## src/rtl/display_pkg.sv

```systemverilog
// display_pkg
// Shared definitions for the seven-segment display blocks: the scan state
// encoding, the active-low glyph constants ({g,f,e,d,c,b,a}, 0 = segment lit),
// the separator-dot position mask and a small anode-select helper.
package display_pkg;

  typedef enum logic [1:0] {
    ST_LOAD  = 2'd0,
    ST_DRIVE = 2'd1,
    ST_GAP   = 2'd2
  } scan_state_t;

  localparam logic [6:0] SEG_0     = 7'h40;
  localparam logic [6:0] SEG_1     = 7'h79;
  localparam logic [6:0] SEG_2     = 7'h24;
  localparam logic [6:0] SEG_3     = 7'h30;
  localparam logic [6:0] SEG_4     = 7'h19;
  localparam logic [6:0] SEG_5     = 7'h12;
  localparam logic [6:0] SEG_6     = 7'h02;
  localparam logic [6:0] SEG_7     = 7'h78;
  localparam logic [6:0] SEG_8     = 7'h00;
  localparam logic [6:0] SEG_9     = 7'h10;
  localparam logic [6:0] SEG_DASH  = 7'h3F;
  localparam logic [6:0] SEG_BLANK = 7'h7F;

  // Digit positions followed by a separator dot: after seconds, minutes, hours.
  localparam logic [7:0] SEP_MASK = 8'b0101_0100;

  // Active-low one-cold anode pattern for digit position idx.
  function automatic logic [7:0] anode_for(input logic [2:0] idx);
    return ~(8'b1 << idx);
  endfunction

endpackage

```

## src/rtl/bcd_to_seg.sv

```systemverilog
// bcd_to_seg
// Purely combinational BCD to seven-segment decoder, active-low outputs.
// Values 10..15 are not BCD and are shown as a dash (segment g only).
// Ports:
//   bcd  in  4  digit value
//   seg  out 7  {g,f,e,d,c,b,a}, active-low
module bcd_to_seg
  import display_pkg::*;
(
  input  logic [3:0] bcd,
  output logic [6:0] seg
);

  always_comb begin
    case (bcd)
      4'd0:    seg = SEG_0;
      4'd1:    seg = SEG_1;
      4'd2:    seg = SEG_2;
      4'd3:    seg = SEG_3;
      4'd4:    seg = SEG_4;
      4'd5:    seg = SEG_5;
      4'd6:    seg = SEG_6;
      4'd7:    seg = SEG_7;
      4'd8:    seg = SEG_8;
      4'd9:    seg = SEG_9;
      default: seg = SEG_DASH;
    endcase
  end

endmodule

```

## src/rtl/display_scan.sv

```systemverilog
// display_scan
// Multiplexed 8-digit common-anode seven-segment driver for the stopwatch
// time digits HH:MM:SS.CC. All eight digits are latched into a shadow array
// once per frame, then each digit is driven for DWELL cycles followed by GAP
// all-off cycles. Applies leading-zero blanking, separator dots and a dash
// glyph for invalid digits. All outputs are registered.
// Ports:
//   clk_milisec  in  1  scan clock
//   rst          in  1  asynchronous reset, active-high
//   en           in  1  display enable; 0 blanks and parks the scanner
//   i_hr_1..i_cent_0 in 4 each  BCD time digits (*_1 = tens)
//   an           out 8  digit anodes, active-low; an[0] = cent_0, an[7] = hr_1
//   seg          out 7  {g,f,e,d,c,b,a}, active-low
//   dp           out 1  decimal point, active-low
module display_scan
  import display_pkg::*;
#(
  parameter int DWELL    = 4,
  parameter int GAP      = 1,
  parameter int BLANK_LZ = 1
) (
  input  logic       clk_milisec,
  input  logic       rst,
  input  logic       en,
  input  logic [3:0] i_hr_1,
  input  logic [3:0] i_hr_0,
  input  logic [3:0] i_min_1,
  input  logic [3:0] i_min_0,
  input  logic [3:0] i_sec_1,
  input  logic [3:0] i_sec_0,
  input  logic [3:0] i_cent_1,
  input  logic [3:0] i_cent_0,
  output logic [7:0] an,
  output logic [6:0] seg,
  output logic       dp
);

  localparam int MAX_CNT = (DWELL > GAP) ? DWELL : GAP;
  localparam int CNT_W   = $clog2(MAX_CNT + 1);
  localparam logic [CNT_W-1:0] DWELL_LAST = CNT_W'(DWELL - 1);
  localparam logic [CNT_W-1:0] GAP_LAST   = CNT_W'((GAP > 0) ? GAP - 1 : 0);

  scan_state_t state, state_next;
  logic [2:0]       idx, idx_next;
  logic [CNT_W-1:0] cnt, cnt_next;
  logic [7:0][3:0]  shadow, shadow_next, digits_in;
  logic             load;
  logic [3:0]       digit_sel;
  logic [6:0]       glyph;
  logic [7:0]       blank;
  logic             lz_run;
  logic [7:0]       an_d;
  logic [6:0]       seg_d;
  logic             dp_d;

  assign digits_in = {i_hr_1, i_hr_0, i_min_1, i_min_0,
                      i_sec_1, i_sec_0, i_cent_1, i_cent_0};

  // Outputs are registered from next-cycle values, so the shadow contents
  // the next cycle will display are needed here, including a fresh snapshot.
  assign shadow_next = load ? digits_in : shadow;
  assign digit_sel   = shadow_next[idx_next];

  bcd_to_seg u_dec (
    .bcd (digit_sel),
    .seg (glyph)
  );

  always_ff @(posedge clk_milisec or posedge rst) begin
    if (rst) begin
      state  <= ST_LOAD;
      idx    <= '0;
      cnt    <= '0;
      shadow <= '0;
      an     <= 8'hFF;
      seg    <= SEG_BLANK;
      dp     <= 1'b1;
    end else begin
      state  <= state_next;
      idx    <= idx_next;
      cnt    <= cnt_next;
      shadow <= shadow_next;
      an     <= an_d;
      seg    <= seg_d;
      dp     <= dp_d;
    end
  end

  // The counter restarts whenever the FSM moves to a new state or a new
  // digit (DRIVE to DRIVE when GAP is zero).
  always_comb begin
    state_next = state;
    idx_next   = idx;
    cnt_next   = cnt + CNT_W'(1);
    load       = 1'b0;
    if (!en) begin
      state_next = ST_LOAD;
      idx_next   = '0;
      cnt_next   = '0;
    end else begin
      case (state)
        ST_LOAD: begin
          load       = 1'b1;
          state_next = ST_DRIVE;
          idx_next   = '0;
          cnt_next   = '0;
        end
        ST_DRIVE: begin
          if (cnt == DWELL_LAST) begin
            cnt_next = '0;
            if (GAP != 0) begin
              state_next = ST_GAP;
            end else if (idx == 3'd7) begin
              state_next = ST_LOAD;
              idx_next   = '0;
            end else begin
              idx_next = idx + 3'd1;
            end
          end
        end
        ST_GAP: begin
          if (cnt == GAP_LAST) begin
            cnt_next = '0;
            if (idx == 3'd7) begin
              state_next = ST_LOAD;
              idx_next   = '0;
            end else begin
              state_next = ST_DRIVE;
              idx_next   = idx + 3'd1;
            end
          end
        end
        default: begin
          state_next = ST_LOAD;
          idx_next   = '0;
          cnt_next   = '0;
        end
      endcase
    end
  end

  // Leading-zero run scans from the hours-tens digit downwards; an invalid
  // digit is nonzero and therefore ends the run. Only positions 7..3 blank.
  always_comb begin
    lz_run = 1'b1;
    blank  = '0;
    an_d   = 8'hFF;
    seg_d  = SEG_BLANK;
    dp_d   = 1'b1;
    for (int k = 7; k >= 0; k--) begin
      lz_run   = lz_run && (shadow_next[k] == 4'd0);
      blank[k] = (BLANK_LZ != 0) && (k >= 3) && lz_run;
    end
    if (state_next == ST_DRIVE) begin
      an_d  = anode_for(idx_next);
      seg_d = blank[idx_next] ? SEG_BLANK : glyph;
      dp_d  = ~SEP_MASK[idx_next];
    end
  end

endmodule

```

## config.mk

```make
export PLATFORM = sky130hd
export DESIGN_NAME = display_scan
export DESIGN_NICKNAME = d
export VERILOG_FILES = /design/src/rtl/display_pkg.sv /design/src/rtl/bcd_to_seg.sv /design/src/rtl/display_scan.sv
export SDC_FILE = /design/constraint.sdc
export NUM_CORES = 1
export LEC_CHECK = 0
export BUFFER_PORTS_ARGS = -buffer_cell sky130_fd_sc_hd__buf_2
export CORE_MARGIN = 2
export CORE_UTILIZATION = 56
export CTS_BUF_LIST = sky130_fd_sc_hd__clkbuf_16
export DETAILED_ROUTE_END_ITERATION = 8
export GPL_ROUTABILITY_DRIVEN = 0
export PLACE_DENSITY = 0.86
export SLEW_MARGIN = 20
export SYNTH_ARGS = -nofsm -noshare
export SYNTH_HDL_FRONTEND = slang
export SYNTH_SLANG_ARGS = --single-unit
```

## constraint.sdc

```tcl
create_clock -name clk_milisec -period 4 [get_ports clk_milisec]
set_input_delay 0.4 -clock clk_milisec [delete_from_list [all_inputs] [get_ports clk_milisec]]
set_output_delay 0.4 -clock clk_milisec [all_outputs]
set_load 0.005 [all_outputs]
```

* Word level (Yosys, flattened, before mapping)
Memories as Yosys holds them, arrays and structs flattened.
Index checks and enable logic that the tools add are counted.
** Storage, ports and cells
- ROM bits :: 120
- Bits in registers :: 56
- Input bits :: 35
- Logic and storage cells :: 63
- Memories :: 2
** Cells by class
- Reduce and logical (&&, ||, !) cells :: 11
- Shift-type cells :: 1
- Multiplexer cells :: 25
- Magnitude comparators :: 1
- Eq/ne operators :: 5
- Bitwise gates (word level) :: 2
- $add $sub $neg :: 2
** Memories
- (no name shown) :: words 16, width 7, rd ports 1, clocked after Yosys merged registers in 0, wr ports 0, RTL line bcd_to_seg.sv:15 : case (bcd)
- (no name shown) :: words 8, width 1, rd ports 1, clocked after Yosys merged registers in 0, wr ports 0, RTL line display_scan.sv:157 : dp_d = ~SEP_MASK[idx_next];
** Operators by type and width (number)
- 32-bit 2-to-1 mux :: 1
- 4-bit zero test :: 5
- 3-bit 2-to-1 mux :: 6
- 7-bit 2-to-1 mux :: 2
- 4-bit binary-select mux with 3-bit select :: 1
- 3-bit case mux with 2 select lines :: 2
- 8-bit 2-to-1 mux :: 1
- 8-bit inverter :: 1
- 1-bit by 3-bit left shift with 8-bit output, first input constant :: 1
- 3-bit by 1-bit adder with 3-bit output, second input constant :: 2
- 1-bit 2-to-1 mux :: 6
- 2-bit 2-to-1 mux :: 3
- 2-bit case mux with 3 select lines :: 1
- 2-bit by 1-bit equality test with 1-bit output, second input constant :: 2
- 1-bit logical AND :: 4
- 3-bit by 4-bit less-than comparator with 1-bit output, second input constant :: 1
- 4-bit 2-to-1 mux :: 1
- 1-bit binary-select mux with 3-bit select :: 1
- 3-bit by 2-bit equality test with 1-bit output, second input constant :: 1
- 3-bit equality test, second input constant :: 1
- 3-bit zero test :: 1
- 2-bit equality test, second input constant :: 1
- 2-bit zero test :: 1
- 1-bit inverter :: 1

* Longest topological paths before layout
- Depth after elaboration :: 13
- Gate-level depth with buffers :: 16

* Cells and area by module
A second synthesis with hierarchy kept.
** Unflattened totals
- Cells, all modules :: 274
- Area total of the unflattened synthesis :: 3144.3 um2
** By module, submodules not included
- display_scan :: instances 1, area each 2904.0 um2, cells each 243
- bcd_to_seg :: instances 1, area each 240.2 um2, cells each 31

* Worst setup path after synthesis
OpenSTA, ideal clock, no wires.
- Path type :: reg-to-reg
- From :: register idx[0]
- To :: register seg[6]
- Period minus slack after synthesis :: 2848 ps
- Arrival time :: 2779 ps
- Setup slack :: 1152 ps
- Cell stages (with the launch flop) :: 15
- Setup time :: 69 ps
- Path through :: dfrtp_1 ha_1 ha_1 and4b_1 a311oi_1 nand2b_1 buf_2 inv_1 nand3_1 nand3_1 inv_1 ha_1 inv_1 mux2_1 o21ai_2
** Between the ends
- Word-level cells in the longest chain between the ends :: 10
- Elaborated cells on any way between the ends :: 18
- Classes of those cells :: add/sub: 1; eq/ne: 2; mux: 14; memory: 1
** RTL lines
- start: declaration :: RTL line display_scan.sv:44 : logic [2:0] idx, idx_next;
- start signal: assignment :: RTL line display_scan.sv:80 : idx <= idx_next;
- 3-bit by 1-bit adder with 3-bit output / 3-bit equality test (equally long branches) :: RTL line display_scan.sv:129, display_scan.sv:124
- 3-bit 2-to-1 mux (*) :: RTL line display_scan.sv:124 : if (idx == 3'd7) begin
- 3-bit 2-to-1 mux (*) :: RTL line display_scan.sv:122 : if (cnt == GAP_LAST) begin
- 3-bit case mux with 2 select lines (*) :: RTL line display_scan.sv:101 : case (state)
- 3-bit 2-to-1 mux (*) :: RTL line display_scan.sv:96 : if (!en) begin
- named net idx_next[2] :: RTL line display_scan.sv:44
- 4-bit binary-select mux with 3-bit select :: RTL line display_scan.sv:62 : assign digit_sel = shadow_next[idx_next];
- 4-bit 2-to-1 mux (not written as such) :: RTL line display_scan.sv:62
- memory 16 x 7 bit
- 7-bit 2-to-1 mux (*) :: RTL line display_scan.sv:156 : seg_d = blank[idx_next] ? SEG_BLANK : glyph;
- 7-bit 2-to-1 mux (*) :: RTL line display_scan.sv:154 : if (state_next == ST_DRIVE) begin
- named net seg_d[6] :: RTL line display_scan.sv:53 : logic [6:0] seg_d;
- end signal: assignment :: RTL line display_scan.sv:84 : seg <= seg_d;
- end: declaration :: RTL line display_scan.sv:34 : output logic [6:0] seg,
Mark *: on every way through the listed nets, which the timed path passes. The rest lies on a longest branch. The select of a mux whose other input is x is not followed.

* Worst setup path in the final report
Ends and elaborated chain as after synthesis.

==> qor.yml <==
startpoint_type: "flop"
hp-class: "input pin to async pin"
viasPerCell: 5.94
cp_cell_sequence: "ha_1, ha_1, and4b_1, a311oi_1, nand2b_1, inv_1, nand3_1, nand3_1, inv_1, ha_1, inv_1, mux2_1, o21ai_2"
drive_gt1_frac: 0.361
fillerInstances: 400
yosys.area.top_type: "dfrtp_1"
ys_top_cells_by_area: "dfrtp_1, dfstp_2, mux2_2"
critPathTopFamily: "simple AND/OR/NAND/NOR gates"
ios: 51
maxSlewViolCount: 0
cap_violations: 0
timing.rr.end: "seg[6]$_DFF_PP1_"
final_cell_area_mm2: 0.00358
fin_skew_ns: 0.00594
yosysSeqAreaShare: 0.456
port_buffers: 50
area_growth_pct: 15.0
avgSynthCellArea_um2: 11.0
cts_root_buffer: "clkbuf_16"
startpoint: "idx[0]$_DFF_PP0_"
utilization: 0.659
grt_pass1_wl_mm: 11.6
timing.fmax_mhz: 297
timing.final.ws_setup_ns: 0.630
final_nets: 385
ant_nets: 0
period_share: 0.842
placed_cells: 399
setup-violations-final: 0
worstPathMaxFanout: 8
slew_headroom: 0.535
cp_slowest_cell: "a311oi_1"
yosysWarnings: 0
worst_ep_required_time_ns: 4.22
cts_hold_buffers: 0
htreeDepth: 2
preCtsSetupSlack_ns: 0.710
rr_worst_depth: 13
antenna_found_initial: 0
synth_most_common_cell: "dfrtp_1"
p_leak_nw: 1.57
synth_edf_count: 0
cp-end-kind: "flop"
fp.dieH_um: 78.6
powerDensity_mw_per_mm2: 392
syn_inst: 284
vias: 2418
rrSetupSlack_ns: 0.63
fin_crit_ns: 3.37
dpl-instance-area_mm2: 0.00342
cts_resized: 0
clk_pin_slew_ns: 0.07
ir_worst_vdd_uv: 312
grt_usage: 0.239
drt_wl_total_mm: 6.76
rsz0062_at_grt: "false"
cts_tree: "built"
rows: 27
fin_cells: 407
die_x_um: 78.6
antenna_cells: 0
synth.distinct_cells: 59
drc_errors: 0
initial_utilization: 0.573
ys.flop_type: "dfrtp_1"
critPathArrivalTime_ns: 3.59
worst_pin_slew_ns: 0.697
insertion_delay_ns: 0.29
postCtsSetupBuffers: 0
drt_iter0_drc: 172
path_class: "flop to flop"
grt_pass1_vias: 2502
async_flop_share: 1.00
grt_max_degree: 57
clock-sinks: 56
finalHoldViolations: 0
globalRoute.totalOverflow: 0
netlist.area_leader.share: 0.321
hpwl_mm: 4.99
cts_buffer_depth: 2
cts-buffers-inserted: 5
wl_per_cell_um: 16.6
core_region_area_mm2: 0.00544
max_stage_delay_ns: 0.50
power_mw: 1.40
fin_hold_ws_ns: 0.293
tns_ns: 0
synthTopCellsByCount: "dfrtp_1, mux2_2, inv_1"
first_pass_iters: 5
critPathBufInv: 3
dieArea_mm2: 0.00618
syn-num-nets: 335
rr_startpoint: "idx[0]$_DFF_PP0_"
outcome: "finished, final reports clean"
syn_area_mm2: 0.00312
ys_ff_latch: 56
worst register-to-register path, delay by kind of cell (launching register included):
family	cells	cell delay, ns
buf+inv	3	0.40
fa+ha+maj	3	0.68
mux	1	0.29
flops	1	0.48
compound gates	2	0.62
simple gates	4	0.85
power by group:
part / total [mW] / switching, mW / internal (mW)
combinational: 0.273 / 0.153 / 0.120
clock: 0.469 / 0.197 / 0.272
sequential: 0.662 / 0.0248 / 0.637
total: 1.40 / 0.375 / 1.03
layout make-up:
class	count	area (um2)	share of cell area
Clock buffer	6	150	0.0419
Tap cell	72	90.1	0.0251
Sequential cell	56	1420	0.397
Clock inverter	2	17.5	0.00489
Timing Repair Buffer	54	280	0.0782
Multi-Input combinational cell	195	1540	0.430
Inverter	22	82.6	0.0230
state kept, by name (all words and copies together), names as in the netlist:
| name | cells |
|---|---|
| shadow | 32 |
| cnt | 3 |
| dp | 1 |
| seg | 7 |
| an | 8 |
| idx | 3 |
| state | 2 |
worst max path at each step:
stage / to / slack (ns) / cells past startpoint
after global placement: seg[1]$_DFF_PP1_ / 0.90 / 11
after detailed placement: seg[6]$_DFF_PP1_ / 0.71 / 13
after floorplan: seg[6]$_DFF_PP1_ / 1.15 / 14
after CTS: seg[6]$_DFF_PP1_ / 0.64 / 13
after global routing: seg[6]$_DFF_PP1_ / 0.35 / 13
final: seg[6]$_DFF_PP1_ / 0.63 / 13
kinds of logic (layout without fill, tap and decap cells):
| kind of cell | Yosys count | after routing | synth area share |
|---|---|---|---|
| AO/OA/AOI/OAI | 60 | 60 | 0.139 |
| adder cells (fa/ha/maj) | 16 | 16 | 0.0642 |
| buffers and inverters | 33 | 84 | 0.0490 |
| flip-flops | 56 | 56 | 0.456 |
| multiplexers | 41 | 41 | 0.145 |
| AND/OR/NAND/NOR | 78 | 78 | 0.147 |
routing by layer:
metal  up-vias  wire length, um  track usage
met5         -                0            0
met4         0              164       0.0965
met3        17              321       0.0448
met2        85             3460        0.409
met1      1184             2810        0.297
li1       1132                -            -
layout by cell type, fill, tap and decap left out, types with 2 or more instances in the layout:
master / instances
buf_2: 50
dfrtp_1: 40
mux2_2: 27
inv_1: 21
nand2_1: 16
ha_1: 16
dfstp_2: 16
a21oi_1: 14
nand3_1: 14
nor2_1: 12
mux2i_1: 12
o21ai_0: 12
and2_1: 7
nor3_1: 6
clkbuf_16: 6
nor4_1: 5
a31oi_1: 4
o211ai_1: 4
buf_4: 4
o21a_1: 3
or3_1: 3
o41ai_1: 3
o21ai_1: 2
clkinv_4: 2
(Power assumes the default switching activity.)
